### src/rtl/shift_arbiter_if.sv
// Request/response bundle between two shift requesters and the shared shift arbiter.
// The arbiter owns the slave side; requesters (or a bench) use the master side.
interface shift_arbiter_if #(
    parameter int NBITS = 4
);
    logic [1:0]       req_valid;
    logic [1:0]       req_ready;
    logic [NBITS-1:0] req0_a;
    logic [NBITS-1:0] req0_b;
    logic             req0_dir;
    logic [NBITS-1:0] req1_a;
    logic [NBITS-1:0] req1_b;
    logic             req1_dir;
    logic [1:0]       resp_valid;
    logic [1:0]       resp_ready;
    logic [NBITS-1:0] resp_data;

    modport master (
        output req_valid, req0_a, req0_b, req0_dir, req1_a, req1_b, req1_dir, resp_ready,
        input  req_ready, resp_valid, resp_data
    );

    modport slave (
        input  req_valid, req0_a, req0_b, req0_dir, req1_a, req1_b, req1_dir, resp_ready,
        output req_ready, resp_valid, resp_data
    );
endinterface

### src/rtl/shift_arbiter.sv
// Round-robin arbiter sharing one logical left/right barrel shifter between two
// requesters; one operation in flight, result returned on the owner's response channel.
module shift_arbiter #(
    parameter int NBITS = 4
) (
    input  logic           clk,
    input  logic           rst_n,
    shift_arbiter_if.slave bus
);
    localparam logic [1:0] S_IDLE = 2'd0;
    localparam logic [1:0] S_EXEC = 2'd1;
    localparam logic [1:0] S_RESP = 2'd2;

    logic [1:0]       r_state;
    logic             r_rr_ptr;
    logic             r_owner;
    logic [NBITS-1:0] r_a;
    logic [NBITS-1:0] r_b;
    logic             r_dir;
    logic [NBITS-1:0] r_data;

    logic             w_grant;
    logic [1:0]       w_req_ready;
    logic             w_accept;
    logic [NBITS-1:0] w_shl;
    logic [NBITS-1:0] w_shr;

    // The pointed-to requester wins if it is asking, otherwise the other one does.
    assign w_grant = bus.req_valid[r_rr_ptr] ? r_rr_ptr : ~r_rr_ptr;

    // NOTE: assign a default before any condition so always_comb never infers a latch.
    always_comb begin
        w_req_ready = 2'b00;
        if (rst_n && (r_state == S_IDLE) && (|bus.req_valid))
            w_req_ready = w_grant ? 2'b10 : 2'b01;
    end

    assign w_accept = |(bus.req_valid & w_req_ready);

    // Log-stage barrel shifter; a stage of width >= NBITS clears the word.
    always_comb begin
        w_shl = r_a;
        w_shr = r_a;
        for (int i = 0; i < NBITS; i++) begin
            if (r_b[i]) begin
                w_shl = w_shl << (2 ** i);
                w_shr = w_shr >> (2 ** i);
            end
        end
    end

    // NOTE: registers use non-blocking assignments so all of them sample pre-edge values.
    always_ff @(posedge clk or negedge rst_n) begin
        if (!rst_n) begin
            r_state  <= S_IDLE;
            r_rr_ptr <= 1'b0;
            r_owner  <= 1'b0;
            r_a      <= '0;
            r_b      <= '0;
            r_dir    <= 1'b0;
            r_data   <= '0;
        end else begin
            case (r_state)
                S_IDLE: begin
                    if (w_accept) begin
                        r_a      <= w_grant ? bus.req1_a   : bus.req0_a;
                        r_b      <= w_grant ? bus.req1_b   : bus.req0_b;
                        r_dir    <= w_grant ? bus.req1_dir : bus.req0_dir;
                        r_owner  <= w_grant;
                        r_rr_ptr <= ~w_grant;
                        r_state  <= S_EXEC;
                    end
                end
                S_EXEC: begin
                    r_data  <= r_dir ? w_shr : w_shl;
                    r_state <= S_RESP;
                end
                S_RESP: begin
                    if (bus.resp_ready[r_owner])
                        r_state <= S_IDLE;
                end
                default: r_state <= S_IDLE;
            endcase
        end
    end

    assign bus.req_ready  = w_req_ready;
    assign bus.resp_valid = (r_state == S_RESP) ? (r_owner ? 2'b10 : 2'b01) : 2'b00;
    assign bus.resp_data  = r_data;

endmodule

### src/flat_wrapper.sv
// flat-port wrapper written by rule: the top's interface ports become plain ports
module shift_arbiter_flat 
#(
    parameter int NBITS = 4
)
  (clk, rst_n, bus_req_valid, bus_req0_a, bus_req0_b, bus_req0_dir, bus_req1_a, bus_req1_b, bus_req1_dir, bus_resp_ready, bus_req_ready, bus_resp_valid, bus_resp_data);
  shift_arbiter_if #(.NBITS(NBITS)) bus_i ();
  input  logic clk;
  input  logic rst_n;
  input wire logic [$bits(bus_i.req_valid)-1:0] bus_req_valid;
  input wire logic [$bits(bus_i.req0_a)-1:0] bus_req0_a;
  input wire logic [$bits(bus_i.req0_b)-1:0] bus_req0_b;
  input wire logic [$bits(bus_i.req0_dir)-1:0] bus_req0_dir;
  input wire logic [$bits(bus_i.req1_a)-1:0] bus_req1_a;
  input wire logic [$bits(bus_i.req1_b)-1:0] bus_req1_b;
  input wire logic [$bits(bus_i.req1_dir)-1:0] bus_req1_dir;
  input wire logic [$bits(bus_i.resp_ready)-1:0] bus_resp_ready;
  output wire logic [$bits(bus_i.req_ready)-1:0] bus_req_ready;
  output wire logic [$bits(bus_i.resp_valid)-1:0] bus_resp_valid;
  output wire logic [$bits(bus_i.resp_data)-1:0] bus_resp_data;
  assign bus_i.req_valid = bus_req_valid;
  assign bus_i.req0_a = bus_req0_a;
  assign bus_i.req0_b = bus_req0_b;
  assign bus_i.req0_dir = bus_req0_dir;
  assign bus_i.req1_a = bus_req1_a;
  assign bus_i.req1_b = bus_req1_b;
  assign bus_i.req1_dir = bus_req1_dir;
  assign bus_i.resp_ready = bus_resp_ready;
  assign bus_req_ready = bus_i.req_ready;
  assign bus_resp_valid = bus_i.resp_valid;
  assign bus_resp_data = bus_i.resp_data;
  shift_arbiter #(.NBITS(NBITS)) u_core (.clk(clk), .rst_n(rst_n), .bus(bus_i));
endmodule
### config.mk
export PLATFORM = sky130hd
export DESIGN_NAME = shift_arbiter_flat
export DESIGN_NICKNAME = d
export VERILOG_FILES = /design/src/rtl/shift_arbiter_if.sv /design/src/rtl/shift_arbiter.sv /design/src/flat_wrapper.sv
export SDC_FILE = /design/constraint.sdc
export NUM_CORES = 1
export LEC_CHECK = 0
export CAP_MARGIN = 20
export CORE_MARGIN = 2
export CORE_UTILIZATION = 30
export DETAILED_ROUTE_END_ITERATION = 12
export GPL_TIMING_DRIVEN = 0
export PLACE_DENSITY = 0.62
export SLEW_MARGIN = 20
export SYNTH_ARGS = -nofsm -noshare
export SYNTH_HDL_FRONTEND = slang
export SYNTH_SLANG_ARGS = --single-unit
### constraint.sdc
create_clock -name clk -period 1.9 [get_ports clk]
set_input_delay 0.38 -clock clk [delete_from_list [all_inputs] [get_ports clk]]
set_output_delay 0.38 -clock clk [all_outputs]
set_load 0.01 [all_outputs]
==> results of run 1 <==
-- power breakdown --
group / total [mW] / switching, mW / leakage (nW) / internal [mW]
Sequential: 0.656 / 0.134 / 0.203 / 0.522
Combinational: 0.829 / 0.437 / 0.352 / 0.392
Clock: 0.200 / 0.122 / 0.0177 / 0.0785
Total: 1.69 / 0.693 / 0.573 / 0.993
-- cell type report --
cell class	instances	area, um^2
sequential	17	425
tap	44	55.1
clock buffer	3	22.5
buffer	9	42.5
fill	321	1680
timing repair buffer	32	305
clock inverter	1	5.00
inverter	3	11.3
multi-input combinational	79	483
-- worst max-delay path by stage --
| stage | to | slack (ns) | cells after the start | start |
|---|---|---|---|---|
| floorplan | bus_req_ready[1] | 0.49 | 3 | u_core.r_state[1] |
| global placement | bus_req_ready[1] | -1.20 | 5 | rst_n |
| detailed placement | bus_req_ready[1] | -1.18 | 5 | rst_n |
| CTS | bus_req_ready[0] | 0.003 | 5 | bus_req_valid[1] |
| global route | bus_req_ready[1] | 0.009 | 5 | bus_req_valid[0] |
| finish | bus_req_ready[1] | 0.09 | 5 | bus_req_valid[0] |
-- through the flow --
step | area, um^2 | hold slack (ns) | setup TNS [ns]
3_3_place_gp | 1310 | 0.487 | -9.42
3_5_place_dp | 1310 | 0.485 | -9.38
5_1_grt | 1350 | 0.522 | 0
2_1_floorplan | 946 | 0.0844 | 0
6_report | 1350 | 0.506 | 0
4_1_cts | 1360 | 0.514 | 0
-- repair_timing --
| action | in CTS | in global routing |
|---|---|---|
| hold buffers | 1 | 0 |
| pin swaps | 1 | 0 |
| endpoints found under the setup margin | 16 | 1 |
| endpoints found under the hold margin | 17 | 0 |
| resized for setup | 19 | 1 |
-- layer usage --
metal / track usage / up-vias
met1: 0.182 / 450
li1: - / 472
met2: 0.275 / 36
met5: 0 / -
met4: 0.0952 / 0
met3: 0.0195 / 7
-- layout by cell type (no fill, tap or decap) --
cell             count
a21oi_1             17
a22o_1               1
a31oi_1              9
a32o_2               3
buf_2                5
buf_4                1
clkbuf_1             4
clkbuf_2             1
clkbuf_4             4
clkdlybuf4s50_1     26
clkinv_2             1
dfrtp_1             17
dlygate4sd2_1        2
dlygate4sd3_1        1
inv_1                3
mux2_2               2
mux2i_1              2
nand2_1              1
nand2_2              1
nand2b_1             8
nand3_1             11
nor2_1               4
nor2b_1              2
nor3_2               1
nor3b_2              1
o21ai_0             13
o22ai_1              1
or2_2                1
or4b_4               1
-- cells in the mapped netlist --
cell type  instances  area, um^2
dfrtp_1           17         425
nor2_1             4        15.0
inv_1              3        11.3
nand2b_1           8        50.1
nand2_1            2        7.51
mux2_2             2        22.5
a21oi_1           17        85.1
a22o_1             1        8.76
or4b_4             1        13.8
nor2b_1            2        12.5
buf_2              4        20.0
o21ai_0           13        65.1
mux2i_1            2        20.0
clkbuf_1           5        18.8
or2_2              1        6.26
nor3_1             1        5.00
nand3_1           11        55.1
nor3b_1            1        7.51
a32o_2             3        33.8
o22ai_1            1        6.26
a31oi_1            9        56.3
-- worst max-delay path: stages --
cell             delay, ns
clkdlybuf4s50_1       0.48
nor2b_1               0.16
clkbuf_4              0.22
nor3_2                0.05
buf_2                 0.13
-- sequential cells by signal, indices dropped and copies added, names as in the netlist --
name                  flops
u_core.r_owner            1
u_core.r_dir              1
u_core.r_b                4
u_core.r_state            2
u_core.r_rr_ptr           1
u_core.bus.resp_data      4
u_core.r_a                4
-- logic make-up after synthesis --
family,after synthesis
multiplexers,4
AND/OR/NAND/NOR,31
buffers and inverters,12
flip-flops,17
AO/OA/AOI/OAI,44
==> results.json, run 1 <==
{
  "rsz0062_at_grt": "false",
  "crit_path_max_fanout": 10,
  "cts_tree": "yes",
  "ctsLongestPathBuffers": 2,
  "synth_top_family_by_area": "compound AO/OA/AOI/OAI gates",
  "clock_skew_ns": 0.00781,
  "start_util": 0.312,
  "fin_nets": 169,
  "firstDrtPassIters": 4,
  "reg2reg_from": "u_core.r_state[0]",
  "fmax_mhz": 553,
  "min_to": "u_core.bus.resp_data[0]",
  "ys_warn_count": 0,
  "antenna_cells": 0,
  "cts_root_buf": "clkbuf_4",
  "worst_ep_arrival_time_ns": 1.43,
  "area_delta_synth_final_pct": 42.7,
  "run_status": "finished, final reports clean",
  "cts_sinks": 17,
  "required_ns": 1.52,
  "min_path_cells": 1,
  "htree_levels": 1,
  "hold_violations": 0,
  "syn_nets": 132,
  "dr_wl_met3_um": 116,
  "track_usage": 0.158,
  "min_period_over_period": 0.953,
  "synth_area_um2": 946,
  "dp.final_hpwl_um": 1840,
  "wirelength_um": 2570,
  "drive_above_1_share": 0.153,
  "maxCapViolations": 0,
  "slew_violations": 0,
  "synth_compound_area_frac": 0.270,
  "drc_errors": 0,
  "post-route-util": 0.446,
  "ys_seq_elements": 17,
  "postCtsSetupRepairBufs": 0,
  "critical_path_class": "in2out",
  "synth_area_per_cell_um2": 8.76,
  "io_pins": 32,
  "p_leak_nw": 0.573,
  "grt_pass1_vias": 969,
  "antenna_found_initial": 0,
  "cts_buffers": 3,
  "dieArea_um2": 3620,
  "reg2reg_to": "u_core.r_b[1]",
  "row_count": 20,
  "hp-start": "u_core.bus.resp_data[0]",
  "worstSkewPairLatency_ns": 0.30,
  "die_x_um": 60.2,
  "synth_cells": 108,
  "critPathLaunchType": "input port",
  "clk_pin_slew_ns": 0.11,
  "synth-xor-area-share": 0,
  "setup_violations": 0,
  "viasPerCell": 5.13,
  "relSlewSlack": 0.485,
  "drtIter0Drc": 25,
  "core_region_area_um2": 3030,
  "p_total_mw": 1.69,
  "setup_ws_ns": 0.0901,
  "critPathCaptureType": "output port",
  "power_per_cell_area_nw_per_um2": 1250,
  "ys_types": 21,
  "overflow": 0,
  "r2r_slack_ns": 0.55,
  "wl_met1_um": 1130,
  "min_path_type": "reg2reg",
  "ys_seq_area_frac": 0.450,
  "grt_max_degree": 18,
  "stdcell_count": 188,
  "avgRoutedWirePerCell_um": 13.6,
  "gp_congestion": 0.827,
  "port-buffer-count": 31,
  "synth_mux_area_frac": 0.0450,
  "worst_pin_slew_ns": 0.771,
  "drtAntennaViolNets": 0,
  "grt_pass1_wl_um": 4150,
  "vias": 965,
  "period_needed_ns": 1.81,
  "synth-simple-area-share": 0.183,
  "dp_cells": 183,
  "synth_fa_ha_area_frac": 0,
  "maxUsedRoutingLayer": "met4",
  "dr_wl_met2_um": 1260,
  "vdd_drop_max_mv": 0.362,
  "reg2reg_depth": 5,
  "die_h_um": 60.2,
  "post-place-ws_ns": -1.18
}
(Power assumes the default switching activity.)
==> run 2: changes to the inputs <==
--- a/config.mk
+++ b/config.mk
@@ -5,12 +5,13 @@
 export SDC_FILE = /design/constraint.sdc
 export NUM_CORES = 1
 export LEC_CHECK = 0
+export ABC_CLOCK_PERIOD_IN_PS = 1900
 export CAP_MARGIN = 20
 export CORE_MARGIN = 2
-export CORE_UTILIZATION = 30
+export CORE_UTILIZATION = 39
 export DETAILED_ROUTE_END_ITERATION = 12
 export GPL_TIMING_DRIVEN = 0
-export PLACE_DENSITY = 0.62
+export PLACE_DENSITY = 0.75
 export SLEW_MARGIN = 20
 export SYNTH_ARGS = -nofsm -noshare
 export SYNTH_HDL_FRONTEND = slang
==> run 2 against run 1 <==
  * Via count down 2.2%
  * Final cell count down 6.4%
  * Power up 1.4%
  * Sequential share of layout area down 0.20 points
  * Core utilization up 16 points
  * Sequential power about the same
  * Combinational power up 4.5%
  * Wire length down 6.9%
  * Critical path depth unchanged
  * Global-route usage up 2.9 points
  * Highest routed layer unchanged
==> results.json, run 2 (same netlist as run 1, synthesis figures left out) <==
{
  "cts_sinks": 17,
  "stdcell_count": 176,
  "setup_violations": 0,
  "crit_path_max_fanout": 3,
  "avgRoutedWirePerCell_um": 13.6,
  "worst_pin_slew_ns": 0.736,
  "power_per_cell_area_nw_per_um2": 1260,
  "vdd_drop_max_mv": 0.630,
  "dp.final_hpwl_um": 1820,
  "worstSetupStartpoint": "bus_req_valid[1]",
  "drtIter0Drc": 13,
  "final_cell_mix": "clkdlybuf4s50_1 (26), a21oi_1 (17), dfrtp_1 (17)",
  "start_util": 0.420,
  "die_h_um": 53.3,
  "post-route-util": 0.603,
  "layout_commonest_cell": "clkdlybuf4s50_1",
  "required_ns": 1.52,
  "run_status": "finished, final reports clean",
  "fin_nets": 173,
  "critical_path_class": "in2out",
  "fmax_mhz": 556,
  "core_region_area_um2": 2250,
  "gp_congestion": 0.823,
  "cts_buffers": 3,
  "vias": 944,
  "die_x_um": 53.3,
  "dp_cells": 167,
  "setup_ws_ns": 0.101,
  "htree_levels": 1,
  "dieArea_um2": 2840,
  "viasPerCell": 5.36,
  "p_leak_nw": 0.590,
  "hp-start": "u_core.bus.resp_data[1]",
  "post-place-ws_ns": -1.15,
  "grt_max_degree": 18,
  "rsz0062_at_grt": "false",
  "overflow": 0,
  "grt_pass1_wl_um": 3860,
  "antenna_found_initial": 0,
  "reg2reg_from": "u_core.r_state[1]",
  "io_pins": 32,
  "worst_ep_arrival_time_ns": 1.42,
  "period_needed_ns": 1.80,
  "min_path_cells": 1,
  "reg2reg_depth": 4,
  "drtAntennaViolNets": 0,
  "drive_above_1_share": 0.169,
  "min_path_type": "reg2reg",
  "cts_tree": "yes",
  "slew_violations": 0,
  "clock_skew_ns": 0.00684,
  "port-buffer-count": 31,
  "worstSkewPairLatency_ns": 0.28,
  "cts_root_buf": "clkbuf_4",
  "maxCapViolations": 0,
  "firstDrtPassIters": 4,
  "hold_violations": 0,
  "antenna_cells": 0,
  "postPlaceCellArea_um2": 1290,
  "min_period_over_period": 0.947,
  "clk_pin_slew_ns": 0.10,
  "wirelength_um": 2390,
  "relSlewSlack": 0.508,
  "stdcell_area_um2": 1360,
  "r2r_slack_ns": 0.46,
  "critPathLaunchType": "input port",
  "ctsLongestPathBuffers": 2,
  "area_delta_synth_final_pct": 43.7,
  "timing.hold.ws_ns": 0.512,
  "critPathCaptureType": "output port",
  "grt_pass1_vias": 944,
  "row_count": 17,
  "track_usage": 0.187,
  "drc_errors": 0
}
## run 2: cell types whose count changed in the layout (fill, tap and decap cells not counted)
cell / before / now
buf_4: 1 / 5
clkbuf_1: 4 / 5
clkinv_2: 1 / 0
## run 2: path summary, 6_finish.rpt
path                                                end
worst max-delay path                   bus_req_ready[1]
worst min-delay path            u_core.bus.resp_data[1]
worst max register to register  u_core.bus.resp_data[2]
worst min register to register  u_core.bus.resp_data[1]
max in group asynchronous       u_core.bus.resp_data[0]
min in group asynchronous       u_core.bus.resp_data[1]
## run 2: worst max-delay path: stages
cell and delay [ns]:
clkdlybuf4s50_1 0.43, or2_2 0.32, nand2_2 0.10, nor3_2 0.05, buf_2 0.13
## run 2: report_power, final
| part | leakage [nW] | switching (mW) | internal (mW) |
|---|---|---|---|
| registers | 0.203 | 0.130 | 0.522 |
| logic | 0.372 | 0.440 | 0.425 |
| clock network | 0.0150 | 0.110 | 0.0814 |
| total | 0.590 | 0.681 | 1.03 |
## run 2: routing by layer
layer,vias up,global-route usage,wire (um)
met5,-,0,0
met4,0,0.103,57
met3,6,0.0367,130
met2,34,0.325,1200
met1,430,0.211,1000
li1,474,-,-
## run 2: final cells by class
class                           count  area, um^2
Timing Repair Buffer               36         335
Tap cell                           28        35.0
Fill cell                         208         896
Clock buffer                        4        26.3
Buffer                              9        42.5
Inverter                            3        11.3
Multi-Input combinational cell     79         483
Sequential cell                    17         425
## run 2: through the flow
| stage | setup TNS, ns | total power [mW] |
|---|---|---|
| after floorplan | 0 | 1.18 |
| after global placement | -8.08 | 1.44 |
| after detailed placement | -8.60 | 1.48 |
| after CTS | 0 | 1.69 |
| after global routing | 0 | 1.84 |
| final | 0 | 1.71 |
## run 2: timing repair
| action | CTS | global route |
|---|---|---|
| gates resized for setup | 18 | 2 |
| pin swaps | 1 | 1 |
| hold endpoints to repair | 17 | 0 |
| setup buffers | 2 | 2 |
| hold buffers | 1 | 0 |
| setup endpoints to repair | 16 | 2 |
